$ cat config.mk
export PLATFORM = sky130hd
export DESIGN_NAME = mips_prog_loader
export DESIGN_NICKNAME = d
export VERILOG_FILES = /design/src/rtl/mips_dbg_pkg.sv /design/src/rtl/loader_timeout_cnt.sv /design/src/rtl/mips_prog_loader.sv
export SDC_FILE = /design/constraint.sdc
export NUM_CORES = 1
export LEC_CHECK = 0
export BUFFER_PORTS_ARGS = -buffer_cell sky130_fd_sc_hd__buf_2
export CORE_MARGIN = 2
export CORE_UTILIZATION = 25
export DETAILED_ROUTE_END_ITERATION = 16
export GPL_ROUTABILITY_DRIVEN = 0
export PLACE_DENSITY = 0.4
export SYNTH_ARGS = -nofsm -noshare
export SYNTH_HDL_FRONTEND = slang
export SYNTH_HIERARCHICAL = 1
export SYNTH_SLANG_ARGS = --single-unit
$ cat constraint.sdc
create_clock -name clk -period 3.5 [get_ports clk]
set_input_delay 0 -clock clk [delete_from_list [all_inputs] [get_ports clk]]
set_output_delay 0 -clock clk [all_outputs]
set_load 0.005 [all_outputs]
$ cat src/rtl/mips_dbg_pkg.sv
// Shared types and command codes for the MIPS debug programming link.
package mips_dbg_pkg;

    typedef enum logic [2:0] {
        ST_IDLE    = 3'd0,
        ST_LEN     = 3'd1,
        ST_BYTES   = 3'd2,
        ST_WRITE   = 3'd3,
        ST_RUN_RST = 3'd4,
        ST_RUN     = 3'd5
    } loader_state_t;

    localparam logic [7:0] CMD_LOAD = 8'hA5;
    localparam logic [7:0] CMD_RUN  = 8'h3C;

endpackage

$ cat src/rtl/loader_timeout_cnt.sv
// Down-counter with clear, load and terminal-count flag.
// tc is high while the count is zero; the count saturates at zero.
module loader_timeout_cnt #(
    parameter int W = 17
) (
    input  logic         clk,
    input  logic         reset,
    input  logic         clr,
    input  logic         load,
    input  logic         dec,
    input  logic [W-1:0] load_val,
    output logic         tc
);

    logic [W-1:0] cnt;

    // Count down toward the terminal value; load has priority over dec.
    always_ff @(posedge clk) begin
        if (!reset) begin
            cnt <= '0;
        end else if (clr) begin
            cnt <= '0;
        end else if (load) begin
            cnt <= load_val;
        end else if (dec && (cnt != '0)) begin
            cnt <= cnt - W'(1);
        end
    end

    assign tc = (cnt == '0);

endmodule

$ cat src/rtl/mips_prog_loader.sv
// Byte-stream program loader and run sequencer for the MIPS debug port.
//
// state      | meaning
// -----------+--------------------------------------------------------
// ST_IDLE    | waiting for a command byte
// ST_LEN     | waiting for the word-count byte of a LOAD frame
// ST_BYTES   | assembling the current word, MSB byte first
// ST_WRITE   | one-cycle write strobe to instruction memory is out
// ST_RUN_RST | core held in reset with prog_mode=1
// ST_RUN     | core running; only a new LOAD is honoured
module mips_prog_loader
    import mips_dbg_pkg::*;
#(
    parameter int ADDR_W      = 8,
    parameter int DATA_W      = 32,
    parameter int RST_CYCLES  = 2,
    parameter int TIMEOUT_CYC = 100000
) (
    input  logic              clk,
    input  logic              reset,
    input  logic [7:0]        rx_data,
    input  logic              rx_valid,
    output logic              rx_ready,
    output logic              cpu_reset,
    output logic              prog_mode,
    output logic [ADDR_W-1:0] addr_prog,
    output logic [DATA_W-1:0] data_prog,
    output logic              prog_we,
    output logic              busy,
    output logic              err,
    output logic [ADDR_W:0]   words_loaded
);

    localparam int NBYTES    = DATA_W / 8;
    localparam int BCNT_W    = (NBYTES > 1) ? $clog2(NBYTES) : 1;
    localparam int LEN_W     = ADDR_W + 1;
    localparam int WORDS_MAX = 1 << ADDR_W;
    localparam int TMO_W     = $clog2(TIMEOUT_CYC + 1);
    localparam int RST_W     = (RST_CYCLES > 1) ? $clog2(RST_CYCLES) : 1;

    loader_state_t     state;
    logic [DATA_W-1:0] word;
    logic [DATA_W-1:0] word_nxt;
    logic [BCNT_W-1:0] byte_cnt;
    logic [LEN_W-1:0]  len;
    logic [LEN_W-1:0]  widx;
    logic [RST_W-1:0]  rst_cnt;
    logic              xfer;
    logic              tmo_active;
    logic              tmo_tc;

    assign xfer       = rx_valid & rx_ready;
    assign word_nxt   = (word << 8) | DATA_W'(rx_data);
    assign tmo_active = (state == ST_LEN) || (state == ST_BYTES);

    // Idle-gap timer: reloaded on every byte and whenever not waiting on the link,
    // so it only runs down across silence inside a frame.
    loader_timeout_cnt #(.W(TMO_W)) u_tmo (
        .clk      (clk),
        .reset    (reset),
        .clr      (1'b0),
        .load     (xfer || !tmo_active),
        .dec      (tmo_active && !xfer),
        .load_val (TMO_W'(TIMEOUT_CYC - 1)),
        .tc       (tmo_tc)
    );

    // Frame decode, word assembly, write strobe and run-entry sequencing.
    always_ff @(posedge clk) begin
        if (!reset) begin
            state        <= ST_IDLE;
            rx_ready     <= 1'b0;
            cpu_reset    <= 1'b1;
            prog_mode    <= 1'b0;
            addr_prog    <= '0;
            data_prog    <= '0;
            prog_we      <= 1'b0;
            busy         <= 1'b0;
            err          <= 1'b0;
            words_loaded <= '0;
            word         <= '0;
            byte_cnt     <= '0;
            len          <= '0;
            widx         <= '0;
            rst_cnt      <= '0;
        end else begin
            prog_we <= 1'b0;
            case (state)
                ST_IDLE: begin
                    rx_ready <= 1'b1;
                    if (xfer) begin
                        if (rx_data == CMD_LOAD) begin
                            state     <= ST_LEN;
                            cpu_reset <= 1'b1;
                            prog_mode <= 1'b0;
                            widx      <= '0;
                            busy      <= 1'b1;
                            err       <= 1'b0;
                        end else if (rx_data == CMD_RUN) begin
                            state     <= ST_RUN_RST;
                            cpu_reset <= 1'b1;
                            prog_mode <= 1'b1;
                            rx_ready  <= 1'b0;
                            busy      <= 1'b1;
                            err       <= 1'b0;
                            rst_cnt   <= RST_W'(RST_CYCLES - 1);
                        end else begin
                            err <= 1'b1;
                        end
                    end
                end
                ST_LEN: begin
                    if (xfer) begin
                        // An 8-bit length of zero can only mean a full 256-word image.
                        if ((ADDR_W == 8) && (rx_data == 8'd0)) begin
                            len      <= LEN_W'(WORDS_MAX);
                            byte_cnt <= '0;
                            state    <= ST_BYTES;
                        end else if ((rx_data == 8'd0) || (int'(rx_data) > WORDS_MAX)) begin
                            err   <= 1'b1;
                            busy  <= 1'b0;
                            state <= ST_IDLE;
                        end else begin
                            len      <= LEN_W'(rx_data);
                            byte_cnt <= '0;
                            state    <= ST_BYTES;
                        end
                    end else if (tmo_tc) begin
                        err   <= 1'b1;
                        busy  <= 1'b0;
                        state <= ST_IDLE;
                    end
                end
                ST_BYTES: begin
                    if (xfer) begin
                        word <= word_nxt;
                        if (byte_cnt == BCNT_W'(NBYTES - 1)) begin
                            // Strobe goes out with the state change so it lands
                            // the cycle right after the final byte.
                            byte_cnt  <= '0;
                            addr_prog <= widx[ADDR_W-1:0];
                            data_prog <= word_nxt;
                            prog_we   <= 1'b1;
                            widx      <= widx + LEN_W'(1);
                            rx_ready  <= 1'b0;
                            state     <= ST_WRITE;
                        end else begin
                            byte_cnt <= byte_cnt + BCNT_W'(1);
                        end
                    end else if (tmo_tc) begin
                        err   <= 1'b1;
                        busy  <= 1'b0;
                        state <= ST_IDLE;
                    end
                end
                ST_WRITE: begin
                    rx_ready <= 1'b1;
                    if (widx == len) begin
                        words_loaded <= len;
                        busy         <= 1'b0;
                        state        <= ST_IDLE;
                    end else begin
                        state <= ST_BYTES;
                    end
                end
                ST_RUN_RST: begin
                    if (rst_cnt == '0) begin
                        cpu_reset <= 1'b0;
                        rx_ready  <= 1'b1;
                        busy      <= 1'b0;
                        state     <= ST_RUN;
                    end else begin
                        rst_cnt <= rst_cnt - RST_W'(1);
                    end
                end
                ST_RUN: begin
                    rx_ready <= 1'b1;
                    if (xfer && (rx_data == CMD_LOAD)) begin
                        state     <= ST_LEN;
                        cpu_reset <= 1'b1;
                        prog_mode <= 1'b0;
                        widx      <= '0;
                        busy      <= 1'b1;
                    end
                end
                default: begin
                    state <= ST_IDLE;
                end
            endcase
        end
    end

endmodule

* Yosys cells after proc, flatten, opt, wreduce, memory -nomap -nowiden
Cells that the tools add are included.
Storage, ports and cells: word-level logic and storage cells 139, output and inout port bits 55, flip-flop bits (word level) 120
Operators by class: equality and inequality tests 23, bitwise logic cells 3, add/sub/neg operators 4, muxes and demuxes 55, reduce and logical (&&, ||, !) cells 37
Operators with widths (number):
- 2-to-1 mux 9 bit | 6
- 2-to-1 mux 17 bit | 2
- bitwise OR 32 x 8 -> 32 bit | 1
- 2-to-1 mux 3 bit | 9
- one-hot mux 9 bit (3 select lines) | 1
- 2-to-1 mux 1 bit | 25
- != test 2 bit (second input constant) | 10
- one-hot mux 3 bit (6 select lines) | 1
- zero test 17 bit | 1
- nonzero test 17 bit | 1
- subtractor 17 x 1 -> 17 bit (second input constant) | 1
- AND reduction 4 bit | 4
- AND reduction 5 bit | 2
- nonzero test 2 bit | 5
- adder 9 x 1 -> 9 bit (second input constant) | 1
- == test 9 bit | 1
- AND reduction 3 bit | 3
- == test 8 x 6 -> 1 bit (second input constant) | 1
- == test 8 bit (second input constant) | 1
- zero test 8 bit | 1
- 2-to-1 mux 2 bit | 4
- AND reduction 8 bit | 1
- == test 3 x 2 -> 1 bit (second input constant) | 2
- == test 3 bit (second input constant) | 2
- other kinds (24) | 36

* Longest topological paths before layout
depth after elaboration 6, gate-level depth with buffers 11, mapped depth without buffers 9

* By module
The synthesis kept the hierarchy.
Modules (own cells, without submodules):
- mips_prog_loader | times used 1, cells each 508, area an instance 4405.5 um^2, seq. area each 2062.0 um^2
- loader_timeout_cnt | times used 1, cells each 129, area an instance 1036.0 um^2, seq. area each 340.3 um^2

* Worst setup path before layout
Ideal clock, no wire load.
kind register -> register, start point register state[0], end point register u_tmo.cnt[11], required time 3426 ps, library setup time 74 ps, data arrival time 2011 ps, period minus slack after synthesis 2086 ps, cell stages (with the launch flop) 11, setup slack 1414 ps, path through dfxtp_1 > buf_4 > buf_6 > nand2b_1 > a21o_1 > nand2b_1 > inv_1 > buf_6 > nand3_1 > or3_2 > a31oi_1
Between the ends: longest elaborated chain between the ends 5, elaborated cells on any way between the ends 8, those cells by class eq/ne: 2; reduce/logical: 6
RTL lines:
- start: declaration | RTL line mips_prog_loader.sv:41 | loader_state_t state;
- start signal: assignment | RTL line mips_prog_loader.sv:71 | state <= ST_IDLE;
- start signal: assignment | RTL line mips_prog_loader.sv:93 | state <= ST_LEN;
- start signal: assignment | RTL line mips_prog_loader.sv:100 | state <= ST_RUN_RST;
- == test 3 x 1 -> 1 bit / == test 3 x 2 -> 1 bit (equally long branches) | RTL line mips_prog_loader.sv:54 | assign tmo_active = (state == ST_LEN) || (state == ST_BYTES);
- logical OR 1 bit (*) | RTL line mips_prog_loader.sv:54
- zero test 1 bit | RTL line mips_prog_loader.sv:62 | .load (xfer || !tmo_active),
- logical OR 1 bit | RTL line mips_prog_loader.sv:62
- OR reduction 2 bit (no line)
- end signal: assignment | RTL line loader_timeout_cnt.sv:24 | cnt <= load_val;
- end signal: assignment | RTL line loader_timeout_cnt.sv:26 | cnt <= cnt - W'(1);
- end: declaration | RTL line loader_timeout_cnt.sv:15 | logic [W-1:0] cnt;
Every way passes the cells marked *; elsewhere a longest branch is shown, timed or not. A chain may end at the register's enable or synchronous reset.

* Final worst setup path
Ends and elaborated chain as after synthesis.

==> results_dict.tcl <==
set metrics [dict create \
    status "completed" \
    grt_pass1_vias 4480 \
    die_h_um 152 \
    fin_crit_ps 2770 \
    hp-class "input port to flip-flop" \
    clkTransAtPathRegs_ps 60 \
    synth-main-ff-cell "dfxtp_1" \
    rrSetupSlack_ps 730 \
    hpwl_mm 10.0 \
    fill_cells 2304 \
    synth_top_family_by_area "simple AND/OR/NAND/NOR gates" \
    io_pins 66 \
    die_x_um 152 \
    grt_antenna_before_repair 0 \
    h-tree-depth 4 \
    worstReg2RegEnd "u_tmo/cnt[11]" \
    drive_gt1_share_pct 16.8 \
    finClkSkew_ps 10.3 \
    postCtsSetupRepairBufs 0 \
    cts_resized 0 \
    yosys.area_share.adder_pct 0.690 \
    hp-start "rx_valid" \
    rsz0062_at_grt "false" \
    synthXorXnorAreaFrac_pct 3.86 \
    ctsHoldBuffers 8 \
    root_buffer "clkbuf_16" \
    synth_simple_gate_area_share_pct 25.5 \
    p_leak_nw 2.50 \
    io_buffers 65 \
    worst_pin_slew_ps 997 \
    syn_area_mm2 0.00544 \
    vias 4532 \
    synth_top_area_share_pct 44.1 \
    synth_edf_count 0 \
    cts_buffer_depth 2 \
    fmax_mhz 361 \
    drv_cap 0 \
    cts_tree "built" \
    avgSynthCellArea_um2 8.54 \
    cts_buffers 17 \
    pre_cts_ws_ps 744 \
    drv_slew 0 \
    holdPathEnd "rx_ready" \
    hold_viol 0 \
    drt-initial-drc-count 181 \
    synth_compound_area_share_pct 18.1 \
    grt_max_degree 53 \
    drc 0 \
    clk_latency_ps 430 \
    dr.pass1.iters 4 \
    grt.overflow.total 0 \
    drt.antenna.violating_nets 0 \
    post-synth-top-count-cell "nand2_1" \
    worstPathArrival_ps 3120 \
    synthArstFlopShare_pct 0 \
    synthTopCellsByArea "dfxtp_1 (44%), nand2_1 (10%), a21boi_0 (9.1%)" \
    tns_ps 0 \
    wl_per_cell_um 14.4 \
    grt_pass1_wl_mm 23.4 \
    synthCells 637 \
    p_per_area_mw_per_mm2 495 \
    r2r-start "state[0]" \
    path_class "flip-flop to flip-flop" \
    yosys_warnings 6 \
    routed_wl_mm 14.5 \
    hold_path_depth 3 \
    seq_area_frac_synth_pct 44.1 \
    synth_commonest_cells "nand2_1 (147), dfxtp_1 (120), a21boi_0 (66)" \
    cts.sinks 120 \
    utilization_pct 31.5 \
    setup_slack_ps 729 \
    timing.final.crit_share_pct 79.2 \
    dieArea_mm2 0.0230 \
    nNetsFinal 728 \
    crit_path_end_kind "flip-flop" \
    grt_use_total_pct 13.3 \
    setup_viol 0 \
    viasPerCell 4.52 \
    area_delta_synth_final_pct 22.9 \
    rows 53 \
    ys_ff_latch 120 \
    regArea_mm2 0.00240 \
    cp.required_ps 3850 \
    synth.area.mux_share_pct 3.50 \
    peakVddDrop_v 0.000257 \
    ff2ff_path_depth 7 \
    initial_core_util_pct 25.6 \
    multi_input_area_mm2 0.00288 \
    start_kind "flip-flop" \
    critical_path_peak_fanout 16 \
    yosys.cell_types.count 63 \
    core_area_mm2 0.0212 \
    yosys.area.top_type "dfxtp_1" \
    slew_headroom_pct 33.4 \
]
[per-stage QoR]
stage | hold slack (ps) | cell area [um^2] | std cells | total power, mW
6_report | 200 | 6690 | 1003 | 3.31
5_1_grt | 230 | 6690 | 1002 | 3.45
4_1_cts | 193 | 6690 | 1002 | 3.36
3_5_place_dp | 339 | 6040 | 962 | 1.63
3_3_place_gp | 336 | 6040 | 962 | 1.63
2_1_floorplan | 145 | 5510 | 654 | 1.57
[layout by cell type, fill, tap and decap left out, types with 4 or more instances in the layout]
| cell | synthesis | layout |
|---|---|---|
| nor4_1 | 10 | 9 |
| a21boi_0 | 66 | 66 |
| or3_1 | 5 | 5 |
| buf_2 | 7 | 65 |
| mux2i_1 | 19 | 19 |
| buf_4 | 3 | 8 |
| inv_6 | 0 | 6 |
| o21ai_1 | 5 | 5 |
| inv_1 | 5 | 5 |
| a21oi_1 | 21 | 21 |
| dlygate4sd3_1 | 0 | 8 |
| xnor2_1 | 21 | 21 |
| nor3_1 | 10 | 10 |
| nor2b_1 | 23 | 23 |
| nand2b_1 | 6 | 6 |
| nor2_1 | 28 | 28 |
| o21ai_0 | 22 | 22 |
| clkbuf_16 | 0 | 17 |
| nand4_1 | 5 | 5 |
| o211ai_1 | 4 | 4 |
| nand2_1 | 147 | 147 |
| inv_8 | 0 | 6 |
| dfxtp_1 | 120 | 120 |
| conb_1 | 2 | 19 |
| nand3_1 | 15 | 15 |
| and2_1 | 4 | 4 |
[state kept, by name, summed over array words and instances (netlist names)]
signal and count:
addr_prog 8, busy 1, byte_cnt 2, cpu_reset 1, data_prog 32, err 1
len 9, prog_mode 1, prog_we 1, rst_cnt 1, rx_ready 1, state 3
u_tmo/cnt 17, widx 9, word 24, words_loaded 9
[worst max path at each step]
stage / to / start
floorplan: u_tmo/cnt[11] / state[0]
global placement: u_tmo/cnt[13] / state[0]
detailed placement: u_tmo/cnt[11] / state[0]
CTS: u_tmo/cnt[13] / state[0]
global route: u_tmo/cnt[14] / state[0]
finish: u_tmo/cnt[11] / state[0]
[area by class of cell]
cell class,instances,area share [%]
multi-input combinational,488,43.1
clock inverter,15,2.15
timing repair buffer,81,6.96
inverter,6,0.337
tap,275,5.14
antenna,1,0.0374
sequential,120,35.9
clock buffer,17,6.36
[where the power goes]
group          internal [mW]  switching [mW]
combinational         0.0799           0.112
clock                  0.947           0.759
sequential              1.39          0.0284
total                   2.41           0.899
[cells by family (layout without fill, tap and decap cells)]
kind of cell | Yosys count | count (layout)
flops | 120 | 120
simple gates | 279 | 279
mux | 19 | 19
buf+inv | 46 | 119
compound gates | 144 | 144
fa+ha+maj | 3 | 3
xor+xnor | 24 | 24
other cells | 2 | 20
[critical path, stage by stage (launching register included)]
cell	delay [ps]
dfxtp_1	670
nand2b_1	160
a21o_1	260
nand2b_1	330
inv_1	360
nand3_1	250
or3_2	510
a31oi_1	160
[routing by layer]
layer | track usage (%) | vias up | part of all wire (%) | routed length (um)
li1 | - | 2338 | - | -
met1 | 17.9 | 2106 | 50 | 7260
met2 | 20.9 | 74 | 46 | 6600
met3 | 3.32 | 14 | 3.0 | 430
met4 | 4.03 | 0 | 1.2 | 180
met5 | 0 | - | 0 | 0
Note: power is estimated with default switching activity, not from simulation.
